**config.mk**
```make
export PLATFORM = sky130hd
export DESIGN_NAME = ifu_idu_buffer
export DESIGN_NICKNAME = d
export VERILOG_FILES = /design/src/rtl/ifu_idu_buffer_pkg.sv /design/src/rtl/ifu_idu_buffer_predecode.sv /design/src/rtl/ifu_idu_buffer.sv
export SDC_FILE = /design/constraint.sdc
export NUM_CORES = 1
export LEC_CHECK = 0
export CAP_MARGIN = 25
export CORE_MARGIN = 3
export CORE_UTILIZATION = 52
export CTS_CLUSTER_SIZE = 25
export DETAILED_ROUTE_END_ITERATION = 7
export PLACE_DENSITY = 0.83
export REMOVE_ABC_BUFFERS = 1
export SLEW_MARGIN = 5
export SYNTH_ARGS = -nofsm -noshare
export SYNTH_HDL_FRONTEND = slang
export SYNTH_SLANG_ARGS = --single-unit
```
**constraint.sdc**
```tcl
create_clock -name clk -period 3.85 [get_ports clk]
set_clock_uncertainty 0.1 [all_clocks]
set_input_delay 0.5775 -clock clk [delete_from_list [all_inputs] [get_ports clk]]
set_output_delay 0.5775 -clock clk [all_outputs]
set_load 0.005 [all_outputs]
```
**src/rtl/ifu_idu_buffer_pkg.sv**
```systemverilog
// Shared constants for the fetch/decode boundary: RV32 opcodes, special
// instruction encodings and the reset PC.
package ifu_idu_buffer_pkg;

  localparam logic [6:0]  OPC_JAL     = 7'b1101111;
  localparam logic [6:0]  OPC_JALR    = 7'b1100111;
  localparam logic [6:0]  OPC_BRANCH  = 7'b1100011;

  localparam logic [31:0] INST_EBREAK = 32'h0010_0073;
  localparam logic [31:0] INST_NOP    = 32'h0000_0013;
  localparam logic [31:0] MBASE       = 32'h8000_0000;

  localparam logic [1:0]  ILEN_MASK   = 2'b11;

endpackage

```
**src/rtl/ifu_idu_buffer_predecode.sv**
```systemverilog
// Combinational pre-decode of one instruction word: control-flow, ebreak and
// illegal-length flags. Stateless so the decode unit can reuse it as is.
module inst_predecode
  import ifu_idu_buffer_pkg::*;
#(
  parameter int DATA_WIDTH = 32
) (
  input  logic [DATA_WIDTH-1:0] inst,
  output logic                  is_ctrl,
  output logic                  is_ebreak,
  output logic                  illegal
);

  logic [6:0] opcode;

  assign opcode    = inst[6:0];
  assign is_ctrl   = (opcode == OPC_JAL) || (opcode == OPC_JALR) || (opcode == OPC_BRANCH);
  assign is_ebreak = (inst == DATA_WIDTH'(INST_EBREAK));
  // Compressed encodings are not supported, so anything without 2'b11 is illegal.
  assign illegal   = (inst[1:0] != ILEN_MASK);

endmodule

```
**src/rtl/ifu_idu_buffer.sv**
```systemverilog
// Fetch-to-decode decoupling FIFO with head-entry pre-decode, flush on
// redirect and a saturating count of instructions discarded by flushes.
module ifu_idu_buffer
  import ifu_idu_buffer_pkg::*;
#(
  parameter int MEM_ADDR_WIDTH = 32,
  parameter int DATA_WIDTH     = 32,
  parameter int DEPTH          = 2,
  parameter int CNT_WIDTH      = 32
) (
  input  logic                       clk,
  input  logic                       rst,
  input  logic                       in_valid,
  output logic                       in_ready,
  input  logic [MEM_ADDR_WIDTH-1:0]  in_pc,
  input  logic [DATA_WIDTH-1:0]      in_inst,
  input  logic                       flush,
  output logic                       out_valid,
  input  logic                       out_ready,
  output logic [MEM_ADDR_WIDTH-1:0]  out_pc,
  output logic [DATA_WIDTH-1:0]      out_inst,
  output logic                       out_is_ctrl,
  output logic                       out_is_ebreak,
  output logic                       out_illegal,
  output logic [$clog2(DEPTH):0]     occupancy,
  output logic [CNT_WIDTH-1:0]       drop_cnt
);

  localparam int PTR_W = $clog2(DEPTH);
  localparam int OCC_W = PTR_W + 1;
  localparam int SUM_W = CNT_WIDTH + 1;

  typedef struct packed {
    logic [MEM_ADDR_WIDTH-1:0] pc;
    logic [DATA_WIDTH-1:0]     inst;
  } entry_t;

  entry_t               mem_q [DEPTH];
  entry_t               mem_d [DEPTH];
  logic [PTR_W-1:0]     head_q, head_d;
  logic [PTR_W-1:0]     tail_q, tail_d;
  logic [OCC_W-1:0]     occ_q,  occ_d;
  logic [CNT_WIDTH-1:0] drop_q, drop_d;
  logic [SUM_W-1:0]     drop_sum;
  logic                 push, pop;
  logic                 pd_ctrl, pd_ebreak, pd_illegal;

  assign in_ready  = (occ_q < OCC_W'(DEPTH));
  assign out_valid = (occ_q != '0);
  assign push      = in_valid & in_ready & ~flush;
  assign pop       = out_valid & out_ready & ~flush;
  assign drop_sum  = {1'b0, drop_q} + SUM_W'(occ_q);

  // NOTE: every signal gets its hold value first so no path leaves it unassigned (no latch).
  always_comb begin
    mem_d  = mem_q;
    head_d = head_q;
    tail_d = tail_q;
    occ_d  = occ_q;
    drop_d = drop_q;
    if (flush) begin
      if (occ_q != '0) begin
        head_d = '0;
        tail_d = '0;
        occ_d  = '0;
        drop_d = drop_sum[CNT_WIDTH] ? '1 : drop_sum[CNT_WIDTH-1:0];
      end
    end else begin
      if (push) begin
        mem_d[tail_q] = '{pc: in_pc, inst: in_inst};
        tail_d        = tail_q + PTR_W'(1);
      end
      if (pop) head_d = head_q + PTR_W'(1);
      unique case ({push, pop})
        2'b10:   occ_d = occ_q + OCC_W'(1);
        2'b01:   occ_d = occ_q - OCC_W'(1);
        default: occ_d = occ_q;
      endcase
    end
  end

  // NOTE: sequential state uses non-blocking assignments only, so every flop samples pre-edge values.
  always_ff @(posedge clk) begin
    if (rst) begin
      head_q <= '0;
      tail_q <= '0;
      occ_q  <= '0;
      drop_q <= '0;
      // NOTE: storage is cleared too, so nothing stale is ever observable after reset.
      for (int i = 0; i < DEPTH; i++) mem_q[i] <= '0;
    end else begin
      head_q <= head_d;
      tail_q <= tail_d;
      occ_q  <= occ_d;
      drop_q <= drop_d;
      mem_q  <= mem_d;
    end
  end

  assign out_pc    = out_valid ? mem_q[head_q].pc   : '0;
  assign out_inst  = out_valid ? mem_q[head_q].inst : '0;
  assign occupancy = occ_q;
  assign drop_cnt  = drop_q;

  inst_predecode #(.DATA_WIDTH(DATA_WIDTH)) u_predecode (
    .inst      (out_inst),
    .is_ctrl   (pd_ctrl),
    .is_ebreak (pd_ebreak),
    .illegal   (pd_illegal)
  );

  // An empty head reads as all-zero, which would otherwise decode as illegal.
  assign out_is_ctrl   = out_valid & pd_ctrl;
  assign out_is_ebreak = out_valid & pd_ebreak;
  assign out_illegal   = out_valid & pd_illegal;

endmodule

```
==> impl_metrics.csv, run 1 <==
group,metric,value,unit
sta,tns,0,ns
setup_path,rrSetupSlack,0.98,ns
route,ant_nets,0,
setup_path,cp.arrival,2.67,ns
route,drc,0,
clocking,clock-sinks,164,
die,dieArea,15800,µm²
sta,hold_viol_final,0,
clocking,cts_tree,"yes",
sta,max_slew_margin,42.7,%
pwr,pwr-share-comb,8.3,%
synth,syn_area_per_cell,7.74,µm²
setup_path,cp_data_required_time,3.17,ns
final_layout,nFillCells,1119,
final_layout,fin_util,70.4,%
global_routing,antenna_found_initial,0,
synth,netlist_top_cells_area,"dfxtp_1, nand2_1, a21oi_1",
synth,synthArstFlopShare,0,%
place,placed_area,9230,µm²
final_layout,layout-drive-gt1-share,5.96,%
pwr,p_sw_share,23.0,%
synth,synth_flop_cell,"dfxtp_1",
global_routing,grt_pass1_wl,33000,µm
clocking,cts_resized,0,
clocking,clock_path_buffers,2,
synth,synth-xor-area-share,2.82,%
final_layout,final_area,9810,µm²
final_layout,finalNetCount,1167,
clocking,numCtsBuffers,17,
run,cap_violations,0,
setup_path,critPathCaptureType,"output port",
die,floorplan.initialDensity,53.4,%
synth,ys_ff_latch,164,
route,routed_wirelength,19900,µm
clocking,post_cts_buffers,0,
die,die_width,126,µm
final_layout,syn_to_final_growth,31.8,%
place,place_congestion,0.852,
pwr,power.density,382,nW/µm²
die,placementRows,43,
clocking,cts_max_level,4,
clocking,cts_root_buf,"clkbuf_16",
route,first_pass_iters,5,
pwr,p_sw,0.860,mW
synth,synth_edf_count,0,
pwr,p_int,2.89,mW
synth,synth_top_family_by_area,"simple AND/OR/NAND/NOR gates",
sta,period_share,86.9,%
die,core_area,13900,µm²
place,port_buffers,171,
place,dp_slack,0.905,ns
pwr,vdd_ir_drop_max,0.000300,V
setup_path,start_kind,"flop",
die,io_pins,172,
pwr,leakagePower,3.16,nW
setup_path,path_class,"flop to output port",
run_status,status,"finished, final reports clean",
final_layout,stdcell_count,1288,
synth,synth-compound-area-share,12.3,%
sta,clock.fmax,0.299,GHz
synth,synth_top_area_cell,"dfxtp_1",
sta,rsz0062_at_grt,"no",
setup_path,cp_max_fo,32,
clocking,clk_latency,0.42,ns
place,dp_cells,1256,
synth,synth.top_cell.area_share,44.1,%
synth,synth.distinct_cells,44,
route,via_per_inst,5.54,
synth,synthSimpleGateAreaFrac,26.5,%
sta,hold_ws,0.354,ns
global_routing,grt_usage,25.1,%
sta,finalSetupViolCount,0,
clocking,postCtsHoldBufs,0,
synth,yosys_warnings,0,
pwr,seqPwrFrac,47.4,%
global_routing,grt.overflow.total,0,
die,die_h,126,µm
place,post-dp-hpwl,13200,µm
synth,netlist_instances,962,
clocking,clkSlewWorstSetupHoldPaths,0.06,ns
pwr,clkPwrFrac,44.2,%
min_path,holdCritPathClass,"flop to flop",
route,dr.first_iter.drc_count,668,
global_routing,grt_max_degree,94,
pwr,finalPower,3.75,mW
sta,drv_slew,0,
final_layout,antenna_cells,0,
synth,synthAdderAreaFrac,0.605,%
global_routing,grt_pass1_vias,6824,
sta,worst_slack,0.506,ns
route,wl_per_cell,15.5,µm
synth,ys_seq_area_share,44.1,%
sta,tightest_slew,0.857,ns
synth,synth_area,7440,µm²
sta,fin_crit,3.34,ns
synth,yosys-mux-area-fraction,9.01,%
route,via_count,7140,
## power groups by stage
| stage | Sequential, mW | Clock [mW] | Combinational, mW |
|---|---|---|---|
| after floorplan | 1.81 | 0 | 0.134 |
| after global placement | 1.81 | 0 | 0.305 |
| after detailed placement | 1.81 | 0 | 0.309 |
| after CTS | 1.78 | 1.67 | 0.312 |
| after global routing | 1.78 | 1.75 | 0.343 |
| final | 1.78 | 1.66 | 0.313 |
## cell families after synthesis
| logic type | Yosys count |
|---|---|
| buffers and inverters | 85 |
| AO/OA/AOI/OAI | 175 |
| flip-flops | 164 |
| adder cells (fa/ha/maj) | 3 |
| XOR/XNOR | 24 |
| AND/OR/NAND/NOR | 444 |
| multiplexers | 67 |
## placed cells by master (no fill, tap or decap), types with 2 or more instances in the layout
| cell type | Yosys | routed |
|---|---|---|
| a211oi_1 | 4 | 4 |
| and3_1 | 4 | 4 |
| nand3b_1 | 2 | 2 |
| xnor2_1 | 15 | 15 |
| ha_1 | 2 | 2 |
| mux2i_1 | 67 | 67 |
| inv_1 | 13 | 13 |
| a21oi_1 | 156 | 156 |
| nand2_1 | 275 | 274 |
| nor4_4 | 3 | 3 |
| nand4_1 | 8 | 8 |
| a31oi_1 | 2 | 2 |
| clkbuf_8 | 0 | 3 |
| a32oi_1 | 2 | 2 |
| and4_1 | 4 | 4 |
| clkinvlp_4 | 0 | 2 |
| clkdlybuf4s50_1 | 0 | 170 |
| xor2_1 | 9 | 9 |
| nor3_2 | 6 | 5 |
| or4_1 | 2 | 2 |
| nor4_1 | 13 | 13 |
| nor2_1 | 83 | 82 |
| dfxtp_1 | 164 | 163 |
| nand3_1 | 15 | 15 |
| and4b_1 | 2 | 2 |
| buf_4 | 0 | 15 |
| nor3_1 | 13 | 13 |
| clkbuf_16 | 0 | 17 |
| o21ai_0 | 5 | 5 |
| clkinv_2 | 0 | 6 |
| clkbuf_1 | 53 | 2 |
| nor4b_1 | 2 | 2 |
| bufinv_16 | 0 | 2 |
| a221oi_1 | 2 | 2 |
| or3_1 | 3 | 2 |
## worst max-delay path: stages (launching register included)
cell	delay, ns
dfxtp_4	0.69
mux2i_1	0.37
nor2_1	0.12
nor4_1	0.19
nand4_1	0.12
nor3_1	0.21
clkdlybuf4s50_1	0.53
## cell usage after synthesis (2+ instances only)
cell      instances
nor3_2            6
nor2_1           83
nor4_4            3
a221oi_1          2
clkbuf_1         53
nand2_1         275
a32oi_1           2
nor4b_1           2
and2_1            2
xnor2_1          15
or3_1             3
nor4_1           13
a211oi_1          4
dfxtp_1         164
or4_1             2
nor3_1           13
xor2_1            9
buf_1             5
nand3b_1          2
and4_1            4
a31oi_1           2
and3_1            4
a21oi_1         156
and4b_1           2
buf_2            13
mux2i_1          67
nand4_1           8
ha_1              2
inv_1            13
nand3_1          15
o21ai_0           5
## final timing paths
kind                         endpoint                      start  depth (start not counted)
min            mem_q[68]$_SDFFE_PP0P_     mem_q[68]$_SDFFE_PP0P_                          2
min reg2reg    mem_q[68]$_SDFFE_PP0P_     mem_q[68]$_SDFFE_PP0P_                          2
max                     out_is_ebreak        head_q$_SDFFE_PP0P_                          6
max reg2reg  drop_cnt[6]$_SDFFE_PP0P_  occupancy[1]$_SDFFE_PP0P_                          8
## area by class of cell
type / count / area, µm² / share of cell area (%)
Clock buffer: 22 / 474 / 4.83
Timing Repair Buffer: 186 / 1830 / 18.7
Multi-Input combinational cell: 713 / 3830 / 39.1
Clock inverter: 10 / 105 / 1.07
Tap cell: 180 / 225 / 2.30
Sequential cell: 164 / 3290 / 33.5
Inverter: 13 / 48.8 / 0.497
## registers in the layout, indices dropped and copies added (netlist names)
name / count
mem_q: 128
head_q: 1
drop_cnt: 32
tail_q: 1
occupancy: 2
## per-layer routing
| metal | wire [µm] | share of wire (%) | track usage [%] |
|---|---|---|---|
| met1 | 8590 | 43 | 32.6 |
| met2 | 9390 | 47 | 40.2 |
| met3 | 1620 | 8.1 | 8.31 |
| met4 | 350 | 1.8 | 6.82 |
| met5 | 0 | 0 | 0 |
Power figures use the tool's default switching activity.
==> run 2, diff against run 1 <==
--- a/config.mk
+++ b/config.mk
@@ -7,11 +7,12 @@
 export LEC_CHECK = 0
 export CAP_MARGIN = 25
 export CORE_MARGIN = 3
-export CORE_UTILIZATION = 52
+export CORE_UTILIZATION = 50
 export CTS_CLUSTER_SIZE = 25
 export DETAILED_ROUTE_END_ITERATION = 7
-export PLACE_DENSITY = 0.83
+export PLACE_DENSITY = 0.8
 export REMOVE_ABC_BUFFERS = 1
+export SKIP_LAST_GASP = 1
 export SLEW_MARGIN = 5
 export SYNTH_ARGS = -nofsm -noshare
 export SYNTH_HDL_FRONTEND = slang
==> constraint.sdc (replaced) <==
create_clock -name clk -period 3.68 [get_ports clk]
set_clock_uncertainty 0.1 [all_clocks]
set_input_delay 0.552 -clock clk [delete_from_list [all_inputs] [get_ports clk]]
set_output_delay 0.552 -clock clk [all_outputs]
set_load 0.005 [all_outputs]
==> impl_metrics.csv, run 2 (synthesized netlist as in run 1, its figures left out) <==
group,metric,value,unit
run_status,status,"finished, final reports clean",
die,die_h,128,µm
run,cap_violations,0,
clocking,clock-sinks,164,
clocking,numCtsBuffers,17,
pwr,vdd_ir_drop_max,0.000329,V
sta,finalSetupViolCount,0,
clocking,clock_path_buffers,2,
place,port_buffers,171,
route,via_per_inst,5.44,
die,core_area,14200,µm²
route,wl_per_cell,15.4,µm
sta,worst_slack,0.362,ns
sta,max_slew_margin,58.7,%
sta,hold_viol_final,0,
clocking,post_cts_buffers,0,
global_routing,grt_pass1_vias,6675,
sta,drv_slew,0,
global_routing,grt_max_degree,73,
route,route.met2.wl,9330,µm
global_routing,antenna_found_initial,1,
die,placementRows,43,
final_layout,final_common_cell,"nand2_1",
sta,clock.fmax,0.301,GHz
route,dr_wl_met3,1550,µm
clocking,cts_resized,0,
route,drc,0,
final_layout,layout_common_cells,"nand2_1, clkdlybuf4s50_1, dfxtp_1",
final_layout,finalNetCount,1165,
sta,tightest_slew,0.619,ns
setup_path,critPathCaptureType,"output port",
route,dr.first_iter.drc_count,546,
route,top_layer,"met5",
place,dp_slack,0.805,ns
clocking,cts_root_buf,"clkbuf_16",
final_layout,largest_reg_flops,128,
final_layout,largest_register,"mem_q",
global_routing,grt_usage,23.9,%
clocking,clkSlewWorstSetupHoldPaths,0.06,ns
global_routing,grt_pass1_wl,32000,µm
setup_path,cp_max_fo,37,
final_layout,antenna_cells,0,
sta,rsz0062_at_grt,"no",
route,via_count,6995,
die,floorplan.initialDensity,52.4,%
final_layout,layout-drive-gt1-share,5.79,%
pwr,finalPower,3.97,mW
die,die_width,128,µm
clocking,cts_max_level,4,
final_layout,syn_to_final_growth,32.3,%
setup_path,cp.arrival,2.67,ns
clocking,postCtsHoldBufs,0,
global_routing,grt.overflow.total,0,
sta,fin_crit,3.32,ns
route,wl_met1,8600,µm
clocking,clk_latency,0.42,ns
die,io_pins,172,
place,post-dp-hpwl,12800,µm
route,routed_wirelength,19800,µm
route,ant_nets,0,
die,dieArea,16400,µm²
clocking,cts_tree,"yes",
pwr,power.density,403,nW/µm²
place,place_congestion,0.842,
setup_path,cp_data_required_time,3.03,ns
sta,period_share,90.2,%
pwr,leakagePower,3.16,nW
route,first_pass_iters,4,
min_path,holdCritPathClass,"flop to flop",
setup_path,path_class,"flop to output port",
setup_path,start_kind,"flop",
[run 2: changes by cell type in the layout (fill, tap and decap cells not counted)]
cell	previous run	this run
clkbuf_8	3	0
bufinv_16	2	3
buf_4	15	10
buf_12	1	4
clkinvlp_4	2	3
clkinv_2	6	4
clkinv_4	0	2
inv_6	0	1
[run 2: worst paths after layout]
| path | from | end | slack [ns] | cells after the start |
|---|---|---|---|---|
| worst max-delay path | head_q$_SDFFE_PP0P_ | out_is_ebreak | 0.36 | 6 |
| worst min-delay path | mem_q[109]$_SDFFE_PP0P_ | mem_q[109]$_SDFFE_PP0P_ | 0.35 | 2 |
| worst max register to register | occupancy[0]$_SDFFE_PP0P_ | drop_cnt[6]$_SDFFE_PP0P_ | 0.85 | 9 |
| worst min register to register | mem_q[109]$_SDFFE_PP0P_ | mem_q[109]$_SDFFE_PP0P_ | 0.35 | 2 |
[run 2: cell type report]
type / instances / area (µm²)
sequential: 164 / 3290
fill: 1202 / 4360
multi-input combinational: 713 / 3830
clock inverter: 13 / 159
clock buffer: 19 / 433
inverter: 13 / 48.8
tap: 180 / 225
timing repair buffer: 184 / 1860
[run 2: metrics by stage]
stage | TNS, ns | hold WS (ns) | utilization [%] | std cells | cell area, µm²
floorplan | -0.953 | 0.330 | - | 890 | 7150
global placement | 0 | 0.341 | 65.1 | 1254 | 9250
detailed placement | 0 | 0.346 | 65.1 | 1254 | 9250
CTS | 0 | 0.355 | 69.3 | 1286 | 9840
global route | 0 | 0.369 | 69.3 | 1286 | 9840
finish | 0 | 0.353 | 69.3 | 1286 | 9840
[run 2: critical path, cell delays in order, from the launching register on]
cell	delay [ns]
dfxtp_4	0.72
mux2i_1	0.28
nor2_1	0.08
a211oi_1	0.24
nand4_1	0.16
nor3_1	0.21
clkdlybuf4s50_1	0.54
[run 2: metal layers]
| layer | up-vias | GRT usage [%] |
|---|---|---|
| met4 | 2 | 7.05 |
| met1 | 3241 | 30.9 |
| met5 | - | 0 |
| met2 | 247 | 39.2 |
| li1 | 3479 | - |
| met3 | 26 | 6.58 |
[run 2: power by group]
| part | total, mW | switching (mW) | internal, mW |
|---|---|---|---|
| combinational | 0.326 | 0.173 | 0.154 |
| sequential | 1.86 | 0.0357 | 1.82 |
| clock | 1.78 | 0.719 | 1.07 |
| total | 3.97 | 0.928 | 3.04 |
